<file path="config.mk">
export PLATFORM = sky130hd
export DESIGN_NAME = i2s_rx_framer
export DESIGN_NICKNAME = d
export VERILOG_FILES = /design/src/rtl/i2s_rx_framer.sv
export SDC_FILE = /design/constraint.sdc
export NUM_CORES = 1
export LEC_CHECK = 0
export ABC_CLOCK_PERIOD_IN_PS = 2220
export BUFFER_PORTS_ARGS = -buffer_cell sky130_fd_sc_hd__buf_2
export CAP_MARGIN = 10
export CORE_MARGIN = 3
export CORE_UTILIZATION = 44
export DETAILED_ROUTE_END_ITERATION = 12
export PLACE_DENSITY = 0.64
export SLEW_MARGIN = 10
export SYNTH_ARGS = -nofsm -noshare
export SYNTH_HDL_FRONTEND = slang
export SYNTH_SLANG_ARGS = --single-unit
</file>
<file path="constraint.sdc">
create_clock -name clk -period 2.22 [get_ports clk]
set_input_delay 0.444 -clock clk [delete_from_list [all_inputs] [get_ports clk]]
set_output_delay 0.444 -clock clk [all_outputs]
set_load 0.01 [all_outputs]
</file>
<file path="src/rtl/i2s_rx_framer.sv">
// i2s_rx_framer
// Deserialises a stereo I2S stream into 28-bit framed words
// {channel, seq, sample} and presents them on a valid/ready stream
// through a 2-entry output buffer. Words arriving while the buffer is
// full (and not popping) are dropped and flagged on the sticky overrun.
//
// Ports:
//   clk          system clock
//   rst          synchronous active-high reset
//   enable       capture enable; low forces the capture FSM to IDLE and clears overrun
//   bclk         I2S bit clock (asynchronous, synchronised here)
//   lrclk        I2S word select, 0 = left, 1 = right (synchronised here)
//   sdata        I2S serial data, MSB first (synchronised here)
//   source_valid output buffer non-empty
//   source_data  head of the output buffer
//   source_ready consumer accepts a word this cycle
//   overrun      sticky flag: a completed word was dropped
module i2s_rx_framer #(
    parameter int SAMPLE_BITS = 24,
    parameter int SEQ_BITS    = 3,
    parameter int DATA_SIZE   = 28
) (
    input  logic                 clk,
    input  logic                 rst,
    input  logic                 enable,
    input  logic                 bclk,
    input  logic                 lrclk,
    input  logic                 sdata,
    output logic                 source_valid,
    output logic [DATA_SIZE-1:0] source_data,
    input  logic                 source_ready,
    output logic                 overrun
);

    localparam int CW = $clog2(SAMPLE_BITS + 1);

    typedef enum logic [1:0] {IDLE, SKIP, SHIFT, WAIT} state_t;

    state_t state, state_n;

    logic                   bclk_s1, bclk_s2, bclk_prev;
    logic                   lr_s1, lr_s2;
    logic                   sd_s1, sd_s2;
    logic                   lr_last;
    logic                   primed;
    logic                   chan;
    logic [CW-1:0]          bit_cnt;
    // The LSB is never stored: it goes straight into the pushed word.
    logic [SAMPLE_BITS-2:0] sample;
    logic [SEQ_BITS-1:0]    seq;
    logic                   push_pend;
    logic [DATA_SIZE-1:0]   push_word;
    logic [DATA_SIZE-1:0]   buf0, buf1;
    logic [1:0]             count;
    logic [1:0]             count_after;

    logic rise, lr_change, do_shift, do_push, pop, accept;

    assign rise = bclk_s2 & ~bclk_prev;
    // primed suppresses a false change on the first bclk rise after reset,
    // so capture only starts at a real word boundary.
    assign lr_change = rise & primed & (lr_s2 != lr_last);

    assign source_valid = (count != 2'd0);
    assign source_data  = buf0;
    assign pop          = source_valid & source_ready;
    assign accept       = push_pend & ((count != 2'd2) | pop);
    assign count_after  = count - {1'b0, pop};

    always_comb begin
        state_n  = state;
        do_shift = 1'b0;
        do_push  = 1'b0;
        if (!enable) begin
            state_n = IDLE;
        end else begin
            case (state)
                IDLE:  if (lr_change) state_n = SKIP;
                // Entered on the rise that carried the previous word's LSB
                // (the one-bit delay slot); the MSB arrives on the next rise.
                SKIP:  state_n = SHIFT;
                SHIFT: begin
                    if (lr_change) begin
                        state_n = SKIP;
                    end else if (rise) begin
                        do_shift = 1'b1;
                        if (bit_cnt == CW'(SAMPLE_BITS - 1)) begin
                            do_push = 1'b1;
                            state_n = WAIT;
                        end
                    end
                end
                WAIT:  if (lr_change) state_n = SKIP;
                default: state_n = IDLE;
            endcase
        end
    end

    always_ff @(posedge clk) begin
        if (rst) begin
            state     <= IDLE;
            bclk_s1   <= 1'b0;
            bclk_s2   <= 1'b0;
            bclk_prev <= 1'b0;
            lr_s1     <= 1'b0;
            lr_s2     <= 1'b0;
            sd_s1     <= 1'b0;
            sd_s2     <= 1'b0;
            lr_last   <= 1'b0;
            primed    <= 1'b0;
            chan      <= 1'b0;
            bit_cnt   <= '0;
            sample    <= '0;
            seq       <= '0;
            push_pend <= 1'b0;
            push_word <= '0;
            buf0      <= '0;
            buf1      <= '0;
            count     <= 2'd0;
            overrun   <= 1'b0;
        end else begin
            state     <= state_n;
            bclk_s1   <= bclk;
            bclk_s2   <= bclk_s1;
            bclk_prev <= bclk_s2;
            lr_s1     <= lrclk;
            lr_s2     <= lr_s1;
            sd_s1     <= sdata;
            sd_s2     <= sd_s1;

            if (rise) begin
                lr_last <= lr_s2;
                primed  <= 1'b1;
            end

            if (lr_change) begin
                chan    <= lr_s2;
                bit_cnt <= '0;
            end else if (do_shift) begin
                sample  <= (SAMPLE_BITS-1)'({sample, sd_s2});
                bit_cnt <= bit_cnt + CW'(1);
            end

            // Word is staged one cycle, then written into the buffer.
            push_pend <= do_push;
            if (do_push) begin
                push_word <= {chan, seq, sample, sd_s2};
                if (chan) seq <= seq + 1'b1;
            end

            // Pop shifts buf1 forward; a simultaneous push lands behind
            // whatever remains, so the later assignment to buf0 wins when
            // the buffer would otherwise be empty.
            if (pop) buf0 <= buf1;
            if (accept) begin
                if (count_after == 2'd0) buf0 <= push_word;
                else                     buf1 <= push_word;
            end
            count <= count_after + {1'b0, accept};

            if (!enable)                   overrun <= 1'b0;
            else if (push_pend && !accept) overrun <= 1'b1;
        end
    end

endmodule

</file>
* Word level (Yosys, flattened, before mapping)
Index checks and enable logic that the tools add are counted.
** Storage, ports and cells
- Register bits :: 131
- Input port bits :: 7
- Output and inout port bits :: 30
** Cells by class
- Bitwise operators :: 10
- Muxes and demuxes :: 17
- $add $sub $neg :: 4
- Eq/ne operators :: 9
- Reduce and logical (&&, ||, !) cells :: 12
** Operators with widths (number)
- 28-bit two-way mux :: 3
- 1-bit two-way mux :: 9
- 2-bit two-way mux :: 4
- 3-bit != test, second input constant :: 2
- 2-bit case mux with 3 select lines :: 1
- 2-bit AND reduction :: 3
- 2-bit OR reduction :: 3
- 5-bit by 1-bit adder with 5-bit output, second input constant :: 1
- 1-bit bitwise AND :: 5
- 5-bit == test, second input constant :: 1
- 2-bit == test, second input constant :: 2
- 2-bit logical NOT :: 2
- 1-bit inverter :: 4
- 3-bit by 1-bit adder with 3-bit output, second input constant :: 1
- 3-bit AND reduction :: 1
- 2-bit by 1-bit adder with 2-bit output :: 1
- 2-bit by 1-bit == test with 1-bit output, second input constant :: 1
- 2-bit by 1-bit != test with 1-bit output, second input constant :: 1
- 2-bit != test, second input constant :: 1
- 2-bit nonzero test :: 1
- 2-bit by 1-bit subtractor with 2-bit output :: 1
- 1-bit logical AND :: 1
- 1-bit logical NOT :: 1
- 1-bit != test :: 1
- 1-bit OR :: 1

* Logic depth before layout (Yosys ltp)
Gate-level depths: netlist of run 1.
- Word-level depth :: 8
- Depth in mapped cells :: 12
- Mapped depth without buffers :: 8

* Least setup slack after synthesis of run 1
Ideal clock, no wire load.
- Kind :: flip-flop to flip-flop
- Start point :: reg count[0]
- End point :: reg buf1[10]
- Period minus slack after synthesis :: 2.384 ns
- Buffers on the path :: 4
- Arrival :: 2.257 ns
- Setup time :: 0.128 ns
- Data required time :: 2.092 ns
- Stages on the path, launching flop included :: 13
- Setup slack :: -0.164 ns
- Path through :: dfxtp_1 > or2_2 > nand2_2 > buf_6 > buf_8 > inv_1 > ha_1 > xnor2_1 > a211oi_1 > buf_4 > buf_6 > mux2i_1 > nor2_1
** On the way
- Word-level cells in the longest chain between the ends :: 6
- Elaborated cells on any way between the ends :: 9
- Classes of those cells :: add/sub: 1; eq/ne: 1; bitwise: 4; reduce/logical: 3
** RTL lines
- start: declaration :: RTL line 54 : logic [1:0] count;
- start signal: assignment :: RTL line 159 : count <= count_after + {1'b0, accept};
- 2-bit nonzero test * :: RTL line 64 : assign source_valid = (count != 2'd0);
- via source_valid :: RTL line 29 : output logic source_valid,
- 1-bit bitwise AND * :: RTL line 66 : assign pop = source_valid & source_ready;
- 2-bit by 1-bit subtractor with 2-bit output :: RTL line 68 : assign count_after = count - {1'b0, pop};
- 2-bit logical NOT :: RTL line 156 : if (count_after == 2'd0) buf0 <= push_word;
- 1-bit inverter (no source line)
- 2-bit AND reduction (no source line) *
- end signal: assignment :: RTL line 157 : else buf1 <= push_word;
- end: declaration :: RTL line 53 : logic [DATA_SIZE-1:0] buf0, buf1;
The timed path passes the listed nets; every way through them passes the cells marked *.
A chain may end at the register's enable or synchronous reset.

* Worst setup path in the final report of run 1
- Start point :: reg count[1]
- End point :: reg buf1[11]
** On the way
- Word-level cells in the longest chain between the ends :: 6
- Elaborated cells on any way between the ends :: 9
- Classes of those cells :: add/sub: 1; eq/ne: 1; bitwise: 4; reduce/logical: 3
** RTL lines (RTL line)
- 2-bit nonzero test :: 64
- 1-bit bitwise AND :: 66
- 2-bit by 1-bit subtractor with 2-bit output :: 68
- 2-bit logical NOT :: 156
- 1-bit inverter (no source line)
- 2-bit AND reduction (no source line) *
Every way passes the cells marked *; elsewhere a longest branch is shown, timed or not.

==> results.py, run 1 <==
metrics = {
    "detailed_routing": {
        "route.vias.total": 3746,
        "wl_mm": 9.49,
        "drt_iter0_markers": 270,
        "first_pass_iters": 4,
        "vias_per_cell": 5.13,
        "drc": 0,
        "routedWlPerCell_um": 13.0,
        "ant_nets": 0,
    },
    "power_and_ir_drop": {
        "seqPwrFrac_pct": 42.4,
        "clock_power_share_pct": 53.5,
        "vdd_drop_max_uv": 559,
        "switchingPower_uw": 1090,
        "power.total_uw": 5610,
        "power_frac_comb_pct": 4.1,
        "p_leak_uw": 0.00243,
        "p_int_uw": 4520,
        "swShare_pct": 19.5,
        "cellPowerDensity_nw_per_um2": 935,
    },
    "worst_setup_path": {
        "crit_type": "reg -> reg",
        "critPathMaxFanout": 28,
        "r2r_slack_ns": 0.23,
        "cp.required_ns": 2.50,
        "r2r_cells": 9,
        "crit_arrival_ns": 2.27,
        "r2r_start": "count[1]",
        "endpoint_kind": "flop",
        "startpoint_type": "flop",
        "rr_endpoint": "buf1[11]",
    },
    "clock_tree": {
        "cts_resized": 0,
        "cts.path.max_buffers": 2,
        "path_clk_slew_ns": 0.05,
        "hold_buffers": 0,
        "h-tree-depth": 4,
        "cts_buffers": 17,
        "cts_root_buf": "clkbuf_16",
        "cts_tree": "built",
        "clock-sinks": 131,
        "post-cts-setup-buffers": 0,
        "clk_latency_ns": 0.40,
    },
    "sta": {
        "rsz0062_at_grt": "no",
        "finClkSkew_ns": 0.00413,
        "setup_viol": 0,
        "timing.fmax_mhz": 502,
        "tightest_slew_ns": 0.785,
        "min_period_ns": 1.99,
        "fin_tns_setup_ns": 0,
        "finalHoldViolations": 0,
        "slew_violations": 0,
        "max_slew_margin_pct": 47.4,
        "fin_crit_sh_pct": 89.6,
    },
    "floorplan": {
        "core_area_um2": 11000,
        "start_util_pct": 45.8,
        "die_h_um": 113,
        "die_x_um": 113,
        "io_pins": 37,
        "dieArea_um2": 12800,
        "row_count": 38,
    },
    "place": {
        "portBuffers": 36,
        "place_area_um2": 5350,
        "place_congestion": 0.729,
        "place_hpwl_mm": 5.67,
    },
    "final_layout": {
        "final_cell_area_um2": 6000,
        "drive_gt1_share_pct": 14.6,
        "layout_commonest_cell": "dfxtp_1",
        "utilization_pct": 54.4,
        "nNetsFinal": 590,
        "layout_common_cells": "dfxtp_1 (130), nand2_1 (107), nor2_1 (72)",
        "antenna_cells": 0,
        "area_growth_pct": 18.7,
    },
    "logic_synthesis": {
        "synth.ff_latch_count": 131,
        "syn_avg_cell_area_um2": 9.16,
        "yosysSeqAreaShare_pct": 51.9,
        "yosysUniqueCellTypes": 37,
        "syn_inst": 552,
        "yosysWarnings": 0,
        "syn_area_um2": 5060,
        "synthesis.nets": 565,
    },
    "grt": {
        "antenna_found_initial": 0,
        "grt_pass1_wl_mm": 16.2,
        "grt_pass1_vias": 3545,
        "overflow": 0,
        "grt_max_degree": 98,
        "grt.total_usage_pct": 15.7,
    },
    "worst_hold_path": {
        "whs_path_depth": 2,
        "hp-class": "in -> reg",
        "whs_endpoint": "bclk_s1",
        "hold_path.startpoint": "bclk",
    },
    "run": {
        "maxCapViolations": 0,
    },
    "run_status": {
        "status": "finished clean",
    },
}
worst max path at each step:
| stage | from | to | depth (start not counted) | slack, ns |
|---|---|---|---|---|
| final | count[1] | buf1[11] | 9 | 0.23 |
| after global routing | count[1] | buf1[9] | 9 | 0.11 |
| after CTS | count[1] | buf1[11] | 9 | 0.21 |
| after detailed placement | count[1] | buf1[1] | 9 | 0.25 |
| after global placement | source_ready | buf1[11] | 9 | 0.30 |
| after floorplan | count[1] | buf1[10] | 12 | 0.003 |
power groups by stage:
stage,registers (uW),clock network [uW],logic [uW]
after floorplan,2430,0,193
after global placement,2430,0,230
after detailed placement,2430,0,236
after CTS,2380,3070,237
after global routing,2380,3180,253
final,2380,3000,233
metal layers:
| layer | share of wire, % | track usage (%) | wire (um) | vias to the layer above |
|---|---|---|---|---|
| li1 | - | - | - | 1913 |
| met5 | 0 | 0 | 0 | - |
| met2 | 48 | 26.0 | 4540 | 44 |
| met3 | 2.8 | 4.87 | 269 | 10 |
| met1 | 48 | 19.1 | 4570 | 1779 |
| met4 | 1.2 | 6.01 | 114 | 0 |
critical path: stages, from the launching register on:
cell	delay, ns
dfxtp_2	0.33
or2_4	0.25
nand2_2	0.08
inv_4	0.04
ha_4	0.15
xnor2_2	0.17
a211oi_4	0.26
buf_12	0.27
mux2i_1	0.23
nor2_1	0.05
synthesized netlist by cell type:
master	n	area share (%)
o21ai_0	4	0.40
and4b_1	2	0.40
o211ai_4	1	0.42
or2_2	1	0.12
inv_1	8	0.59
nor3b_2	1	0.25
dfxtp_1	131	52
ha_1	6	1.5
nor2_1	72	5.3
nand2_1	107	7.9
nor2b_1	9	1.1
buf_2	12	1.2
and3b_1	1	0.17
a21boi_0	1	0.15
xor2_1	5	0.87
a21o_1	1	0.15
buf_8	1	0.30
o21ai_1	1	0.099
mux2_2	1	0.22
nand4_1	1	0.12
o211a_1	1	0.20
a21oi_1	59	5.8
nand3b_1	1	0.15
a211oi_1	30	4.5
buf_6	3	0.67
clkbuf_1	15	1.1
nand4b_1	2	0.35
o211ai_1	1	0.15
or3_1	1	0.12
mux2i_1	56	11
nand3_1	3	0.30
nand2_2	1	0.12
xnor2_2	1	0.32
nand2b_1	2	0.25
o2111ai_2	1	0.30
xnor2_1	3	0.52
buf_4	6	0.89
through the flow:
step                worst slack (ns)  std cells  hold slack, ns
global route                   0.113        730           0.244
detailed placement             0.254        698           0.428
finish                         0.230        730           0.251
floorplan                    0.00320        552           0.414
global placement               0.299        698           0.425
CTS                            0.209        730           0.234
cell type report:
| cell class | count | area [um^2] |
|---|---|---|
| fill | 1004 | 5030 |
| clock buffer | 24 | 512 |
| timing repair buffer | 43 | 285 |
| sequential | 131 | 2620 |
| multi-input combinational | 376 | 2230 |
| clock inverter | 8 | 145 |
| tap | 140 | 175 |
| inverter | 8 | 32.5 |
kinds of logic after synthesis:
group                    share of synthesized area [%]
multiplexers                                      11.3
flip-flops                                        51.9
AO/OA/AOI/OAI                                     12.1
AND/OR/NAND/NOR                                   16.7
adder cells (fa/ha/maj)                           1.48
XOR/XNOR                                          1.71
buffers and inverters                             4.75
registers in the layout, summed over array words and instances, names as in the netlist, 2 cells and up:
register,flops
bit_cnt,5
state,2
seq,3
count,2
push_word,28
source_data,28
buf1,28
sample,23
No activity file was read; power rests on OpenSTA's default activity.
==> run 2, diff against run 1 <==
- ABC_CLOCK_PERIOD_IN_PS: 2220 -> 1930
- PLACE_DENSITY: 0.64 -> 0.61
- clock period: 2.22 -> 1.93 ns (I/O delays scaled with it)
==> run 2 against run 1 <==
Against the previous run:
- the run now ends with setup timing left
- final area increased by 1.8%
- clock power is essentially flat
- via count grew 0.77%
- routed wire length increased by 3.2%
- clock skew is 0.00078 ns higher
- die area unchanged
- non-clock buffer count up 14
- flip-flop and latch count stayed put
- combinational power rose by 44%
- critical endpoint is now buf1[18]
- largest power group unchanged
==> results.py, run 2 (synthesized netlist as in run 1, its figures left out) <==
metrics = {
    "run_status": {
        "status": "complete, but fails checks",
        "violations": "setup timing",
    },
    "final_layout": {
        "antenna_cells": 0,
        "layout_common_cells": "dfxtp_1 (129), nand2_1 (107), nor2_1 (72)",
        "layout_commonest_cell": "dfxtp_1",
        "regArea_um2": 2630,
        "area_growth_pct": 20.8,
        "utilization_pct": 55.4,
        "fillers": 997,
        "nNetsFinal": 604,
        "multiInputGateArea_um2": 2270,
        "drive_gt1_share_pct": 16.8,
    },
    "sta": {
        "timing.hold.ws_ns": 0.194,
        "min_period_ns": 1.95,
        "timing.fmax_mhz": 512,
        "tightest_slew_ns": 0.515,
        "fin_ws_ns": -0.0226,
        "fin_crit_sh_pct": 101,
        "rsz0062_at_grt": "yes",
        "fin_tns_setup_ns": -0.173,
        "max_slew_margin_pct": 65.7,
        "finClkSkew_ns": 0.00491,
        "slew_violations": 0,
        "finalHoldViolations": 0,
        "setup_viol": 14,
    },
    "place": {
        "place_hpwl_mm": 5.70,
        "place_congestion": 0.710,
        "portBuffers": 36,
    },
    "floorplan": {
        "die_h_um": 113,
        "dieArea_um2": 12800,
        "die_x_um": 113,
        "row_count": 38,
        "start_util_pct": 45.8,
        "core_area_um2": 11000,
        "io_pins": 37,
    },
    "detailed_routing": {
        "ant_nets": 0,
        "wl_mm": 9.80,
        "route.vias.total": 3775,
        "routedWlPerCell_um": 13.2,
        "first_pass_iters": 4,
        "vias_per_cell": 5.09,
        "drc": 0,
        "drt_iter0_markers": 297,
    },
    "clock_tree": {
        "cts_root_buf": "clkbuf_16",
        "cts_tree": "built",
        "cts.path.max_buffers": 2,
        "clock-sinks": 131,
        "hold_buffers": 0,
        "path_clk_slew_ns": 0.05,
        "clk_latency_ns": 0.40,
        "cts_buffers": 17,
        "h-tree-depth": 4,
    },
    "grt": {
        "overflow": 0,
        "grt_pass1_wl_mm": 16.4,
        "grt_pass1_vias": 3635,
        "antenna_found_initial": 0,
        "grt.total_usage_pct": 15.7,
        "grt_max_degree": 78,
    },
    "worst_setup_path": {
        "path_buf_inv": 3,
        "endpoint_kind": "flop",
        "cp.required_ns": 2.21,
        "r2r_slack_ns": -0.02,
        "rr_endpoint": "buf1[18]",
        "startpoint": "count[0]",
        "r2r_cells": 10,
        "crit_path_end": "buf1[18]",
        "crit_arrival_ns": 2.23,
        "critPathMaxFanout": 7,
        "cp_num_cells": 10,
        "startpoint_type": "flop",
        "crit_type": "reg -> reg",
        "slowest_delay_ns": 0.31,
        "r2r_start": "count[0]",
        "crit_slowest_cell": "dfxtp_2",
        "cp_top_family": "simple AND/OR/NAND/NOR gates",
        "path_cells": "or2_4 -> nand2_4 -> inv_4 -> ha_4 -> xnor2_4 -> a211oi_4 -> buf_6 -> clkbuf_16 -> mux2i_1 -> nor2_1",
    },
    "power_and_ir_drop": {
        "vdd_drop_max_uv": 606,
        "p_leak_uw": 0.00249,
        "cellPowerDensity_nw_per_um2": 989,
    },
    "run": {
        "maxCapViolations": 0,
    },
    "worst_hold_path": {
        "hp-class": "in -> reg",
    },
}
## run 2: cell count changes in the layout (fill, tap and decap cells not counted), sizes merged
cell      change
buf          +11
clkbuf        +4
clkinvlp      -2
bufinv        -3
clkinv        +2
## run 2: repair_timing
item,CTS,global route
gates cloned,0,3
pin swaps,0,9
setup buffers,0,3
resized for setup,2,6
setup endpoints to repair,4,32
## run 2: worst min-delay path by stage
stage	start	endpoint	slack [ns]	depth (start not counted)
floorplan	bclk_s1	bclk_s2	0.41	1
global placement	bclk_s1	bclk_s2	0.43	1
detailed placement	lr_s1	lr_s2	0.43	1
CTS	bclk	bclk_s1	0.18	2
global route	sdata	sd_s1	0.19	2
finish	lrclk	lr_s1	0.19	2
## run 2: layout make-up
class | count | share of cell area [%]
Clock buffer | 25 | 8.28
Timing Repair Buffer | 57 | 7.37
Sequential cell | 131 | 43.0
Tap cell | 140 | 2.87
Inverter | 8 | 0.533
Clock inverter | 5 | 0.819
Multi-Input combinational cell | 376 | 37.2
## run 2: per-layer routing
layer | share of wire [%] | track usage, % | vias to the layer above
li1 | - | - | 1941
met1 | 48 | 18.9 | 1769
met2 | 48 | 26.4 | 57
met3 | 3.1 | 4.22 | 8
met4 | 0.96 | 6.89 | 0
met5 | 0 | 0 | -
## run 2: worst register-to-register path, stage by stage, from the launching register on
cell       delay [ns]
dfxtp_2          0.31
or2_4            0.25
nand2_4          0.08
inv_4            0.03
ha_4             0.16
xnor2_4          0.14
a211oi_4         0.24
buf_6            0.18
clkbuf_16        0.18
mux2i_1          0.19
nor2_1           0.06
## run 2: power breakdown
group	leakage (uW)	internal, uW	switching (uW)
Sequential	0.00106	2720	8.36
Combinational	0.00116	160	174
Clock	0.000279	1920	1060
## run 2: stage by stage
step / power, uW / setup slack [ns] / cells / instance area, um^2
3_3_place_gp: 3080 / 0.0588 / 706 / 5430
6_report: 6040 / -0.0226 / 742 / 6110
4_1_cts: 6090 / -0.00184 / 736 / 6000
3_5_place_dp: 3090 / -0.00422 / 706 / 5430
2_1_floorplan: 3010 / -0.287 / 552 / 5140
5_1_grt: 6260 / -0.0957 / 742 / 6110
==> run 3, diff against run 2 <==
- ABC_AREA: default -> 1
==> run 3 against run 2 <==
Against the previous run:
- the flow now finishes without violations
- setup slack improved by 0.15 ns
- core utilization decreased by 0.73 points
- die area is 3.6% higher
- largest cell class unchanged
- combinational power down 10%
- clock power increased by 21%
- critical path depth rose by 1
- maximum frequency increased by 8.3%
- worst hold slack got worse by 0.025 ns
- power increased by 9.6%
- first-iteration DRC count up 8.4%
- clock-buffer cell count down 2
- clock skew rose by 0.00059 ns
==> results.py, run 3 <==
metrics = {
    "run_status": {
        "status": "finished clean",
    },
    "logic_synthesis": {
        "synthTopCellsByArea": "dfxtp_1 (50%), nor2_1 (11%), o21ai_0 (9.4%)",
        "synth_edf_count": 0,
        "async_flop_share_pct": 0,
        "syn_area_um2": 5250,
        "synthesis.nets": 700,
        "syn_avg_cell_area_um2": 7.64,
        "synth_most_common_cell": "nor2_1",
        "synth.ff_latch_count": 131,
        "yosysTopAreaCell": "dfxtp_1",
        "yosysWarnings": 0,
        "syn_inst": 687,
        "yosysUniqueCellTypes": 28,
        "synth_top_flop_cell": "dfxtp_1",
        "synth_top_area_share_pct": 49.9,
        "synth_common_cells": "nor2_1 (147), dfxtp_1 (131), o21ai_0 (99), nand2_1 (90), inv_1 (55)",
        "yosysSeqAreaShare_pct": 49.9,
    },
    "sta": {
        "finalHoldViolations": 0,
        "tightest_slew_ns": 0.400,
        "fin_crit_sh_pct": 93.4,
        "fin_tns_setup_ns": 0,
        "setup_viol": 0,
        "fin_ws_ns": 0.127,
        "max_slew_margin_pct": 73.4,
        "finClkSkew_ns": 0.00550,
        "timing.fmax_mhz": 555,
        "min_period_ns": 1.80,
        "slew_violations": 0,
    },
    "worst_setup_path": {
        "r2r_cells": 11,
        "r2r_start": "count[1]",
        "crit_type": "reg -> reg",
        "cp.required_ns": 2.28,
        "critPathMaxFanout": 12,
        "startpoint_type": "flop",
        "rr_endpoint": "source_data[14]",
        "r2r_slack_ns": 0.13,
        "endpoint_kind": "flop",
        "crit_arrival_ns": 2.15,
    },
    "place": {
        "place_hpwl_mm": 7.34,
        "place_area_um2": 5580,
        "pre_cts_ws_ns": 0.00817,
        "portBuffers": 36,
        "place_congestion": 0.744,
    },
    "clock_tree": {
        "cts_tree": "built",
        "hold_buffers": 0,
        "cts_buffers": 17,
        "cts_root_buf": "clkbuf_16",
        "h-tree-depth": 4,
        "clock-sinks": 131,
        "clk_latency_ns": 0.42,
        "path_clk_slew_ns": 0.06,
        "cts.path.max_buffers": 2,
    },
    "worst_hold_path": {
        "hp-class": "in -> reg",
        "hold_path.startpoint": "lrclk",
        "whs_endpoint": "lr_s1",
        "whs_path_depth": 3,
    },
    "grt": {
        "antenna_found_initial": 0,
        "grt_max_degree": 60,
        "grt_pass1_vias": 4106,
        "overflow": 0,
        "grt_pass1_wl_mm": 19.8,
        "grt.total_usage_pct": 18.9,
    },
    "final_layout": {
        "antenna_cells": 0,
        "area_growth_pct": 20.3,
        "drive_gt1_share_pct": 17.6,
        "nNetsFinal": 735,
        "layout_commonest_cell": "nor2_1",
        "fillers": 1087,
        "final_cell_area_um2": 6320,
        "layout_common_cells": "nor2_1 (146), dfxtp_1 (130), o21ai_0 (99)",
    },
    "power_and_ir_drop": {
        "vdd_drop_max_uv": 540,
        "p_leak_uw": 0.00280,
        "cellPowerDensity_nw_per_um2": 1050,
    },
    "floorplan": {
        "core_area_um2": 11600,
        "start_util_pct": 45.4,
        "io_pins": 37,
        "row_count": 39,
        "die_x_um": 115,
        "dieArea_um2": 13300,
        "die_h_um": 115,
    },
    "detailed_routing": {
        "routedWlPerCell_um": 13.3,
        "drc": 0,
        "route.vias.total": 4342,
        "first_pass_iters": 4,
        "vias_per_cell": 4.95,
        "ant_nets": 0,
        "wl_mm": 11.6,
        "drt_iter0_markers": 322,
    },
    "run": {
        "maxCapViolations": 0,
    },
}
[run 3: changes by cell type in the layout (fill, tap and decap cells not counted), sizes merged, moves of 10 or more]
cell	delta
a211oi	-30
a21oi	-25
inv	+54
mux2i	-56
nand2	-10
nand3	+14
nor2	+83
nor3	+12
o21ai	+121
[run 3: logic make-up after synthesis]
| family | Yosys count | share of synthesized area [%] |
|---|---|---|
| buf+inv | 100 | 8.74 |
| xor+xnor | 1 | 0.310 |
| simple gates | 287 | 23.3 |
| fa+ha+maj | 6 | 1.43 |
| compound gates | 162 | 16.2 |
| flops | 131 | 49.9 |
[run 3: layout make-up]
type                    count  area, um^2  area share, %
well taps                 143         179           2.83
inverters                  62         240           3.80
flip-flops and latches    131        2620           41.5
repair buffers             54         398           6.30
multi-input cells         456        2210           34.9
clock inverters             9         173           2.73
clock buffers              23         498           7.88
[run 3: worst max-delay path by stage]
stage          cells past startpoint  slack (ns)         endpoint      from
3_5_place_dp                      11       0.008  source_data[17]  count[1]
2_1_floorplan                     13       -0.04  source_data[22]  count[1]
6_report                          11        0.13  source_data[14]  count[1]
5_1_grt                           10     -0.0008         buf1[24]  count[1]
3_3_place_gp                      11        0.09   source_data[9]  count[1]
4_1_cts                           11        0.02  source_data[17]  count[1]
[run 3: per-layer routing]
metal  GRT usage [%]  wire [um]
met4            7.28        201
met3            5.58        494
met5               0          0
met1            23.9       5520
met2            30.6       5420
[run 3: worst max-delay path: stages (launching register included)]
cell and delay [ns]:
dfxtp_2 0.32, or2_4 0.26, nand2_4 0.08, inv_4 0.04, ha_4 0.16, xnor2_4 0.17
nand2_2 0.10, nor2_4 0.12, buf_12 0.15, buf_4 0.13, o21ai_0 0.08, nor2_1 0.11
[run 3: where the power goes]
part	total (uW)	internal (uW)	switching, uW
clock network	3590	2460	1130
registers	2730	2720	8.70
logic	300	110	191
total	6620	5290	1330
[run 3: what timing repair did]
action                                  CTS  global route
pin swaps                                 0             1
buffers inserted                          0             3
endpoints found under the setup margin    2            29
cloned                                    1             0
resized for setup                         1             3
[run 3: stage by stage]
stage                     power (uW)  hold slack (ns)  std cells  utilization [%]
after CTS                       6660            0.162        875             54.4
after floorplan                 3010            0.388        687                -
after detailed placement        3070            0.396        842             48.3
after global placement          3070            0.390        842             48.3
after global routing            6840            0.185        878             54.6
final                           6620            0.169        878             54.6
